`src/rtl/tx_arbiter_request_recorder_mp.sv`:
```
// Multi-port request recorder for the TX arbiter.
// Records the arrival order of transmit requests from several sources, including several
// requests arriving in the same cycle. It exposes the two oldest entries so the arbiter can
// send the head request or bypass it with the second one.
//
// Ports:
//   clk        - clock, rising edge
//   rst        - synchronous reset, active-high
//   req_valid  - per-source request; bit i records source code i+1
//   req_ready  - per-source acceptance (combinational, from registered occupancy only)
//   pop_first  - remove entry 0
//   pop_second - remove entry 1 (bypass pop)
//   flush      - discard all entries
//   head0_src  - oldest entry, 0 when empty
//   head1_src  - second-oldest entry, 0 when fewer than two entries
//   count      - current occupancy
//   empty      - count == 0
//   full       - count == FIFO_DEPTH
//   pop_err    - one-cycle registered pulse after an illegal pop
module tx_arbiter_request_recorder_mp #(
  parameter int unsigned NUM_SOURCES = 5,
  parameter int unsigned SRC_WIDTH   = 3,
  parameter int unsigned FIFO_DEPTH  = 8,
  parameter int unsigned CNT_WIDTH   = $clog2(FIFO_DEPTH + 1)
) (
  input  logic                   clk,
  input  logic                   rst,
  input  logic [NUM_SOURCES-1:0] req_valid,
  output logic [NUM_SOURCES-1:0] req_ready,
  input  logic                   pop_first,
  input  logic                   pop_second,
  input  logic                   flush,
  output logic [SRC_WIDTH-1:0]   head0_src,
  output logic [SRC_WIDTH-1:0]   head1_src,
  output logic [CNT_WIDTH-1:0]   count,
  output logic                   empty,
  output logic                   full,
  output logic                   pop_err
);

  localparam logic [CNT_WIDTH-1:0] DepthCnt = CNT_WIDTH'(FIFO_DEPTH);
  localparam logic [CNT_WIDTH-1:0] CntOne   = CNT_WIDTH'(1);
  localparam logic [CNT_WIDTH-1:0] CntTwo   = CNT_WIDTH'(2);

  logic [SRC_WIDTH-1:0] entries_q [FIFO_DEPTH];
  logic [SRC_WIDTH-1:0] entries_d [FIFO_DEPTH];
  logic [CNT_WIDTH-1:0] count_q, count_d;
  logic [CNT_WIDTH-1:0] free;
  logic                 pop_err_q, pop_err_d;

  // Free space uses the registered count only, so pops never reach req_ready.
  assign free = DepthCnt - count_q;

  // Lowest index wins: a request is accepted if fewer than 'free' requests sit below it.
  always_comb begin : accept_logic
    int unsigned ahead;
    ahead     = 0;
    req_ready = '0;
    for (int unsigned i = 0; i < NUM_SOURCES; i++) begin
      if (req_valid[i] && !flush && (ahead < 32'(free))) begin
        req_ready[i] = 1'b1;
      end
      if (req_valid[i]) begin
        ahead++;
      end
    end
  end

  always_comb begin : next_state
    int unsigned shift_amt;
    int unsigned sh;
    int unsigned wr_idx;
    logic        keep_head;
    logic [CNT_WIDTH-1:0] post_pop_cnt;
    logic [CNT_WIDTH-1:0] accepted;

    shift_amt    = 0;
    keep_head    = 1'b0;
    pop_err_d    = 1'b0;
    post_pop_cnt = count_q;
    accepted     = '0;

    // Pop decode; an illegal pop leaves all entries untouched.
    if (pop_first && pop_second) begin
      if (count_q >= CntTwo) begin
        shift_amt    = 2;
        post_pop_cnt = count_q - CntTwo;
      end else begin
        pop_err_d = 1'b1;
      end
    end else if (pop_first) begin
      if (count_q >= CntOne) begin
        shift_amt    = 1;
        post_pop_cnt = count_q - CntOne;
      end else begin
        pop_err_d = 1'b1;
      end
    end else if (pop_second) begin
      if (count_q >= CntTwo) begin
        shift_amt    = 1;
        keep_head    = 1'b1;
        post_pop_cnt = count_q - CntOne;
      end else begin
        pop_err_d = 1'b1;
      end
    end

    // Shift down; positions with no source entry are vacated to 0.
    for (int unsigned k = 0; k < FIFO_DEPTH; k++) begin
      sh           = (keep_head && (k == 0)) ? 0 : shift_amt;
      entries_d[k] = '0;
      for (int unsigned j = 0; j < FIFO_DEPTH; j++) begin
        if (j == k + sh) begin
          entries_d[k] = entries_q[j];
        end
      end
    end

    // Append accepted sources after the post-pop occupancy in ascending index order.
    wr_idx = 32'(post_pop_cnt);
    for (int unsigned i = 0; i < NUM_SOURCES; i++) begin
      if (req_ready[i]) begin
        for (int unsigned k = 0; k < FIFO_DEPTH; k++) begin
          if (k == wr_idx) begin
            entries_d[k] = SRC_WIDTH'(i + 1);
          end
        end
        wr_idx++;
        accepted = accepted + CntOne;
      end
    end
    count_d = post_pop_cnt + accepted;

    if (flush) begin
      for (int unsigned k = 0; k < FIFO_DEPTH; k++) begin
        entries_d[k] = '0;
      end
      count_d   = '0;
      pop_err_d = 1'b0;
    end
  end

  always_ff @(posedge clk) begin
    if (rst) begin
      for (int unsigned k = 0; k < FIFO_DEPTH; k++) begin
        entries_q[k] <= '0;
      end
      count_q   <= '0;
      pop_err_q <= 1'b0;
    end else begin
      for (int unsigned k = 0; k < FIFO_DEPTH; k++) begin
        entries_q[k] <= entries_d[k];
      end
      count_q   <= count_d;
      pop_err_q <= pop_err_d;
    end
  end

  assign head0_src = (count_q >= CntOne) ? entries_q[0] : '0;
  assign head1_src = (count_q >= CntTwo) ? entries_q[1] : '0;
  assign count     = count_q;
  assign empty     = (count_q == '0);
  assign full      = (count_q == DepthCnt);
  assign pop_err   = pop_err_q;

endmodule
```
`config.mk`:
```
export PLATFORM = sky130hd
export DESIGN_NAME = tx_arbiter_request_recorder_mp
export DESIGN_NICKNAME = d
export VERILOG_FILES = /design/src/rtl/tx_arbiter_request_recorder_mp.sv
export SDC_FILE = /design/constraint.sdc
export NUM_CORES = 1
export LEC_CHECK = 0
export BUFFER_PORTS_ARGS = -buffer_cell sky130_fd_sc_hd__buf_2
export CORE_MARGIN = 2
export CORE_UTILIZATION = 45
export DETAILED_ROUTE_END_ITERATION = 10
export PLACE_DENSITY_LB_ADDON = 0.12
export SYNTH_ARGS = -nofsm -noshare
export SYNTH_HDL_FRONTEND = slang
export SYNTH_SLANG_ARGS = --single-unit
```
`constraint.sdc`:
```
create_clock -name clk -period 9.9 [get_ports clk]
set_input_delay 1.98 -clock clk [delete_from_list [all_inputs] [get_ports clk]]
set_output_delay 1.98 -clock clk [all_outputs]
set_load 0.005 [all_outputs]
```
==> results.md, run 1 <==
* Syn Std Cell Area at 3870 um^2
* Max-cap violations at 0
* Setup bufs post-CTS at 0
* Total I/O pin count at 28
* Finished Core Util at about half
* Clock tree from TritonCTS: done
* ANT cells at 0
* Final Wtd Congestion at between 0.8 and 0.9
* Die X at roughly 97 um
* Max VDD drop at 0.189 mV
* Final cell count without fillers at 625
* Post-route clock period utilization at between 80% and 90%
* Final setup violation count at 0
* FF+latch count, synth at 29
* Critical Path AT at between 8 and 9 ns
* Pwr Density at between 300 and 400 nW/um^2
* Commonest non-fill, non-tap cell in the layout: nand2_1
* Final net count at between 500 and 600
* Final WS setup at 1.89 ns
* Max incr delay on CP at between 0.5 and 0.6 ns
* Average size of a mapped cell at a little under 8 um^2
* Wire per inst at roughly 19 um
* Die area at slightly above 9000 um^2
* Total power draw at about 1.6 mW
* Clock root buffer: clkbuf_8
* Relative slew slack at between 30% and 40%
* Synth Instances at about 500
* First-pass GRT wire length at 19.5 mm
* CP Max Fanout at 12
* Hold Crit Class: flip-flop to flip-flop
* Skew-Pair Late Insertion Delay at 0.28 ns
* Layout cell share with drive strength beyond 1 at ~14%
* Post-CTS Resized at 0
* Setup crit end kind: flip-flop
* Starting Density at 46.9%
* Site Rows at 33
* Worst-Margin Slew at between 1 and 1.5 ns
* Pins Over Slew Limit at 0
* P&R area growth vs syn at 7.60%
* Kind of critical path: input port to flip-flop
* Cts-stage hold buffer count at 0
* Fin Hold WS at 0.593 ns
* Iteration-0 DRC count of the detailed router at between 400 and 500
* Outcome: finished, final reports clean
* Main synth FF type: dfxtp_1
* Dpl ws at 1.70 ns
* Fmax at 125 MHz
* Total track usage at roughly a quarter
* Clk buf depth at 2
* CP cell instances: buf_2, inv_1, o211a_1, a21o_1, nor2_1, inv_1, ha_1, a211oi_1, a21oi_1, ha_1, mux2i_1, and2_1, ha_1, o221a_2, inv_1, ha_1, inv_1, nor4b_1, a41oi_1, a221o_1, nor3_1, o21ai_0, nor3b_1
* Overflow after GRT at 0
* CP required at a little over 10 ns
* Initial antenna violation count at 0
* Via count at a little under 4k
* Num CTS Buffers at 5
* CTS Sinks at 29
* Hold Fails Final Rpt at 0
* Top cells by area, synth: dfxtp_1 15%, ha_1 12%, nand2_1 5.7%, nor2_1 4.7%, a21oi_1 3.8%
* Fillers at a little over 800
* Slowest-stage cell, CP: nor4b_1
* Startpoint types: input port
* 1st-pass router iterations at 7
* CTS H-tree lvls at 2
* Synth area leader: dfxtp_1
* Post-Place Cell Area at approximately 4000 um^2
* Leakage power at about 1.7 nW
* # placed instances at slightly above 600
* RSZ-0062 raised after global routing: no
* Ys Warns at 0
* Share of the synthesized area in the top cell type at ~15%
* Seq/Total Area, Yosys at 15.0%
* Cell area after layout at 4160 um^2
* TNS Setup at 0 ns
* Count of cell types in the netlist at 86
* EDFF count, synth at 0
* Worst-path clk slew at ~0.070 ns
* Min Tclk post-route at ~8 ns
* Detailed Place HPWL at approximately 9.3 mm
* Syn nets at 550
* Core area at 8260 um^2
* Via density per instance at ~6.3
* Post-synth ARST share at 0%
* Largest net degree at the start of global routing at 26
* Most frequent cells in the layout: 59 x nand2_1, 48 x nor2_1, 37 x ha_1
* Number of remaining DRC errors at 0
* PortBufs at 27
* Die Ht at 96.7 um
* Max Clock Skew at just under 0.008 ns
* Routed WL at roughly 12 mm
* Antenna Violating Nets Remaining at 0
* Vias in the first global route at about 3.7k
[final timing paths]
kind | startpoint | endpoint | slack (ns) | depth (start not counted)
worst max-delay path | pop_first | entries_q[0][19]$_SDFF_PP0_ | 1.89 | 23
worst min register to register | entries_q[0][2]$_SDFF_PP0_ | entries_q[0][2]$_SDFF_PP0_ | 0.59 | 4
worst min-delay path | entries_q[0][2]$_SDFF_PP0_ | entries_q[0][2]$_SDFF_PP0_ | 0.59 | 4
worst max register to register | count[0]$_SDFF_PP0_ | entries_q[0][19]$_SDFF_PP0_ | 2.33 | 24
[layout make-up]
class	count	area, um^2	share of cell area (%)
Sequential cell	29	581	13.9
Timing Repair Buffer	27	135	3.25
Clock buffer	7	86.3	2.07
Inverter	33	126	3.03
Tap cell	105	131	3.16
Clock inverter	1	30.0	0.721
Multi-Input combinational cell	423	3070	73.8
[flip-flops by register name, indices dropped and copies added (netlist names)]
register	cells
entries_q	24
count	4
pop_err	1
[routing by layer]
layer,vias up,global-route usage [%],share of wire (%)
met5,-,0,0
met4,0,7.37,2.2
met3,20,3.54,8.0
met2,199,39.2,44
met1,1840,36.8,46
li1,1881,-,-
[power by group]
group / total, mW / leakage, nW / internal [mW] / switching, mW
combinational: 1.24 / 1.45 / 0.448 / 0.796
clock: 0.132 / 0.0585 / 0.0821 / 0.0496
sequential: 0.180 / 0.235 / 0.141 / 0.0383
total: 1.56 / 1.74 / 0.671 / 0.884
[kinds of logic (layout without fill, tap and decap cells)]
logic type	Yosys count	after routing	share of synthesized area, %
XOR/XNOR	28	28	9.44
multiplexers	3	3	0.808
flip-flops	29	29	15.0
adder cells (fa/ha/maj)	38	38	12.5
buffers and inverters	50	68	5.56
other	1	1	0.0969
AO/OA/AOI/OAI	138	138	27.5
AND/OR/NAND/NOR	215	215	29.1
[worst max-delay path, delay by kind of cell]
family	cells	cell delay, ns
mux	1	0.18
simple gates	5	1.92
buf+inv	5	0.73
fa+ha+maj	4	1.18
compound gates	8	2.17
[synth_stat cells (all sizes together) (6+ instances only)]
master	n
nor2	50
a21o	9
clkbuf	11
dfxtp	29
ha	37
and2	6
a222oi	10
inv	31
xnor2	21
buf	6
a21oi	29
nor3	15
nor4	7
and3	8
o22ai	8
nor2b	6
nand3	21
o21ai	21
a22oi	7
nand2b	9
a31oi	10
nand2	59
(Power assumes the default switching activity.)
==> run 2, diff against run 1 <==
Settings changed: ABC_AREA from default to 1.
Clock period 9.9 ns to 6.6 ns, I/O delays scaled along.
==> run 2 against run 1 <==
Power grew 22%; cell area up 2.4%; critical path type is now input port to output port; register-to-register slack worse by 0.65 ns; routed wire length fell by 10%; highest routed layer unchanged; flip-flop and latch count did not move; core utilization decreased by 0.79 points; worst setup slack got worse by 0.27 ns; combinational power rose by 19%; clock-buffer cell count did not move; critical endpoint is now req_ready[4]; clock skew is 0.0014 ns lower; global-route usage down 2.2 points.
==> results.md, run 2 <==
* Outcome: finished, final reports clean (unchanged)
* Via density per instance at 5.35 (was 6.30)
* Fmax at about 200 MHz
* Cts-stage hold buffer count at 0 (unchanged)
* Max reg flops at 24 (unchanged)
* Hold Crit Class: flip-flop to flip-flop (unchanged)
* Vias in the first global route at 3627 (was 3655)
* Total power draw at 1.90 mW (was 1.56 mW)
* Synth Instances at 601 (was 502)
* Relative slew slack at 59.2% (was 31.9%)
* Max-cap violations at 0 (unchanged)
* Core area at 8590 um^2 (was 8260 um^2)
* Syn nets at 649 (was 550)
* Leakage power at 2.17 nW (was 1.74 nW)
* CTS H-tree lvls at 2 (unchanged)
* Iteration-0 DRC count of the detailed router at 242 (was 413)
* Via count at 3929 (was 3940)
* Largest family of logic cells by synthesized area: simple AND/OR/NAND/NOR gates (unchanged)
* Reg power frac at 12.7% (was 11.5%)
* Clk buf depth at 2 (unchanged)
* Pins Over Slew Limit at 0 (unchanged)
* EDFF count, synth at 0 (unchanged)
* Clock root buffer: clkbuf_8 (unchanged)
* 1st-pass router iterations at 4 (was 7)
* Post-CTS Resized at 0 (unchanged)
* Post-Place Cell Area at 4150 um^2 (was 4050 um^2)
* Synth Area in Compound Gates at 11.3% (was 27.5%)
* Seq/Total Area, Yosys at 14.7% (was 15.0%)
* Finished Core Util at 49.6% (was 50.4%)
* Max VDD drop at 0.219 mV (was 0.189 mV)
* Die area at 9510 um^2 (was 9360 um^2)
* Setup bufs post-CTS at 0 (unchanged)
* Worst-path clk slew at 0.06 ns (was 0.07 ns)
* Syn Std Cell Area at 3940 um^2 (was 3870 um^2)
* Antenna Violating Nets Remaining at 0 (unchanged)
* Reg2Reg Depth at 24 (unchanged)
* Layout cell share with drive strength beyond 1 at 23.0% (was 14.4%)
* Crit path launch: req_valid[0] (was pop_first)
* Max Clock Skew at 0.00647 ns (was 0.00785 ns)
* Detailed Place HPWL at 8.81 mm (was 9.33 mm)
* TNS Setup at 0 ns (unchanged)
* Overflow after GRT at 0 (unchanged)
* Kind of critical path: input port to output port (was input port to flip-flop)
* Sw Pwr at 1.09 mW (was 0.884 mW)
* Wire per inst at 14.5 um (was 18.9 um)
* Routed WL at 10.7 mm (was 11.8 mm)
* Average size of a mapped cell at 6.55 um^2 (was 7.71 um^2)
* Worst r2r src: count[0]$_SDFF_PP0_ (unchanged)
* Most frequent cells in the layout: 129 x nand2_1, 84 x inv_1, 61 x nand3_1 (was 59 x nand2_1, 48 x nor2_1, 37 x ha_1)
* Skew-Pair Late Insertion Delay at 0.28 ns (about the same)
* Initial antenna violation count at 0 (unchanged)
* Top cells by area, synth: dfxtp_1 15%, nand2_1 12%, ha_1 12%, inv_1 8.0%, nand3_1 7.8% (was dfxtp_1 15%, ha_1 12%, nand2_1 5.7%, nor2_1 4.7%, a21oi_1 3.8%)
* Top-count cell post-synth: nand2_1 (unchanged)
* Internal at 0.810 mW (was 0.671 mW)
* Site Rows at 34 (was 33)
* Starting Density at 45.8% (was 46.9%)
* Largest reg by FF count: entries_q (unchanged)
* Final setup violation count at 0 (unchanged)
* Dpl ws at 1.38 ns (was 1.70 ns)
* Clk pwr share at 10.2% (was 8.5%)
* FF-to-FF setup slack at 1.68 ns (was 2.33 ns)
* Crit path capture: req_ready[4] (was entries_q[0][19]$_SDFF_PP0_)
* CP Max Fanout at 5 (was 12)
* Final net count at 674 (was 567)
* Total I/O pin count at 28 (unchanged)
* First-pass GRT wire length at 18.0 mm (was 19.5 mm)
* CP required at 5.28 ns (was 10.05 ns)
* Ys Warns at 0 (unchanged)
* Pwr Density at 446 nW/um^2 (was 374 nW/um^2)
* Die Ht at 97.5 um (was 96.7 um)
* Post-Synth XOR/XNOR Area at 2.19% (was 9.44%)
* Share of the synthesized area in the top cell type at 14.7% (was 15.0%)
* Hold Fails Final Rpt at 0 (unchanged)
* Worst-Margin Slew at 0.608 ns (was 1.01 ns)
* # placed instances at 727 (was 617)
* RSZ-0062 raised after global routing: no (unchanged)
* Final cell count without fillers at 735 (was 625)
* Final Wtd Congestion at 0.931 (was 0.886)
* Synth area leader: dfxtp_1 (unchanged)
* Post-synth ARST share at 0% (unchanged)
* Largest net degree at the start of global routing at 19 (was 26)
* Total track usage at 23.2% (was 25.4%)
* Top cells by count, synth: 129 x nand2_1, 84 x inv_1, 61 x nand3_1 (was 59 x nand2_1, 48 x nor2_1, 37 x ha_1)
* ANT cells at 0 (unchanged)
* Cell area after layout at 4270 um^2 (was 4160 um^2)
* Sw Share at 57.4% (was 56.9%)
* Clock tree from TritonCTS: done (unchanged)
* Die X at 97.5 um (was 96.7 um)
* Synth Area in Simple Gates at 47.7% (was 29.1%)
* Combinational share of power at 77.1% (was 80.0%)
* Startpoint types: input port (unchanged)
* Count of cell types in the netlist at 47 (was 86)
* Commonest non-fill, non-tap cell in the layout: nand2_1 (unchanged)
* CTS Sinks at 29 (unchanged)
* Number of remaining DRC errors at 0 (unchanged)
* Area share of fa/ha/maj cells after synthesis at 12.3% (was 12.5%)
* Fin Hold WS at 0.682 ns (was 0.593 ns)
* Critical Path AT at 3.66 ns (was 8.16 ns)
* Setup crit end kind: output port (was flip-flop)
* FF+latch count, synth at 29 (unchanged)
* Min Tclk post-route at between 4 and 5 ns
* Num CTS Buffers at 5 (unchanged)
* Crit Reg-Reg Endpoint: entries_q[0][8]$_SDFF_PP0_ (was entries_q[0][19]$_SDFF_PP0_)
* Multiplexer share of the synthesized area at 0% (was 0.808%)
* Final WS setup at 1.62 ns (was 1.89 ns)
* PortBufs at 27 (unchanged)
* P&R area growth vs syn at 8.36% (was 7.60%)
* Main synth FF type: dfxtp_1 (unchanged)
* Post-route clock period utilization at between 70% and 80%
* Hold Crit Depth at 4 (unchanged)
## run 2: cell count changes in the layout (fill, tap and decap cells not counted), moves of 12 or more
cell	before	now
inv_1	27	84
inv_2	3	18
nand2_1	59	129
nand2_2	0	24
nand2_4	0	17
nand3_1	20	61
nand3_2	1	18
nand4_1	4	17
nor3_1	15	1
o21ai_0	19	5
xnor2_1	15	3
## run 2: metal layers
| metal | global-route usage [%] | wire length (um) |
|---|---|---|
| met2 | 37.4 | 4780 |
| met1 | 33.1 | 5190 |
| met3 | 2.73 | 536 |
| met5 | 0 | 0 |
| met4 | 5.45 | 149 |
## run 2: kinds of logic (layout without fill, tap and decap cells)
group,after synthesis,in the layout
buf+inv,114,140
xor+xnor,9,9
other cells,1,1
compound gates,70,70
flops,29,29
simple gates,340,340
fa+ha+maj,38,38
## run 2: critical path, stage by stage
cell      delay, ns
buf_2          0.09
inv_1          0.08
ha_1           0.34
xor2_1         0.28
ha_1           0.29
nand2_1        0.06
nand2_1        0.05
ha_1           0.28
a21boi_0       0.15
o211ai_1       0.19
nand4_1        0.19
inv_1          0.21
buf_2          0.15
## run 2: worst min-delay path by stage
stage	to	slack [ns]	start
6_report	entries_q[0][22]$_SDFF_PP0_	0.68	entries_q[0][22]$_SDFF_PP0_
5_1_grt	entries_q[0][22]$_SDFF_PP0_	0.74	entries_q[0][22]$_SDFF_PP0_
4_1_cts	entries_q[0][22]$_SDFF_PP0_	0.68	entries_q[0][22]$_SDFF_PP0_
3_5_place_dp	entries_q[0][22]$_SDFF_PP0_	0.67	entries_q[0][22]$_SDFF_PP0_
3_3_place_gp	entries_q[0][22]$_SDFF_PP0_	0.68	entries_q[0][22]$_SDFF_PP0_
2_1_floorplan	entries_q[0][22]$_SDFF_PP0_	0.59	entries_q[0][22]$_SDFF_PP0_
## run 2: layout make-up
| class | count | area [um^2] |
|---|---|---|
| Fill cell | 917 | 4330 |
| Multi-Input combinational cell | 458 | 2900 |
| Sequential cell | 29 | 581 |
| Inverter | 104 | 395 |
| Timing Repair Buffer | 28 | 143 |
| Tap cell | 108 | 135 |
| Clock buffer | 7 | 86.3 |
| Clock inverter | 1 | 30.0 |
## run 2: power by group through the flow
stage | Sequential (mW) | Combinational [mW] | Clock (mW)
floorplan | 0.231 | 1.17 | 0
global placement | 0.244 | 1.43 | 0
detailed placement | 0.244 | 1.45 | 0
CTS | 0.240 | 1.46 | 0.199
global route | 0.245 | 1.66 | 0.209
finish | 0.241 | 1.47 | 0.195
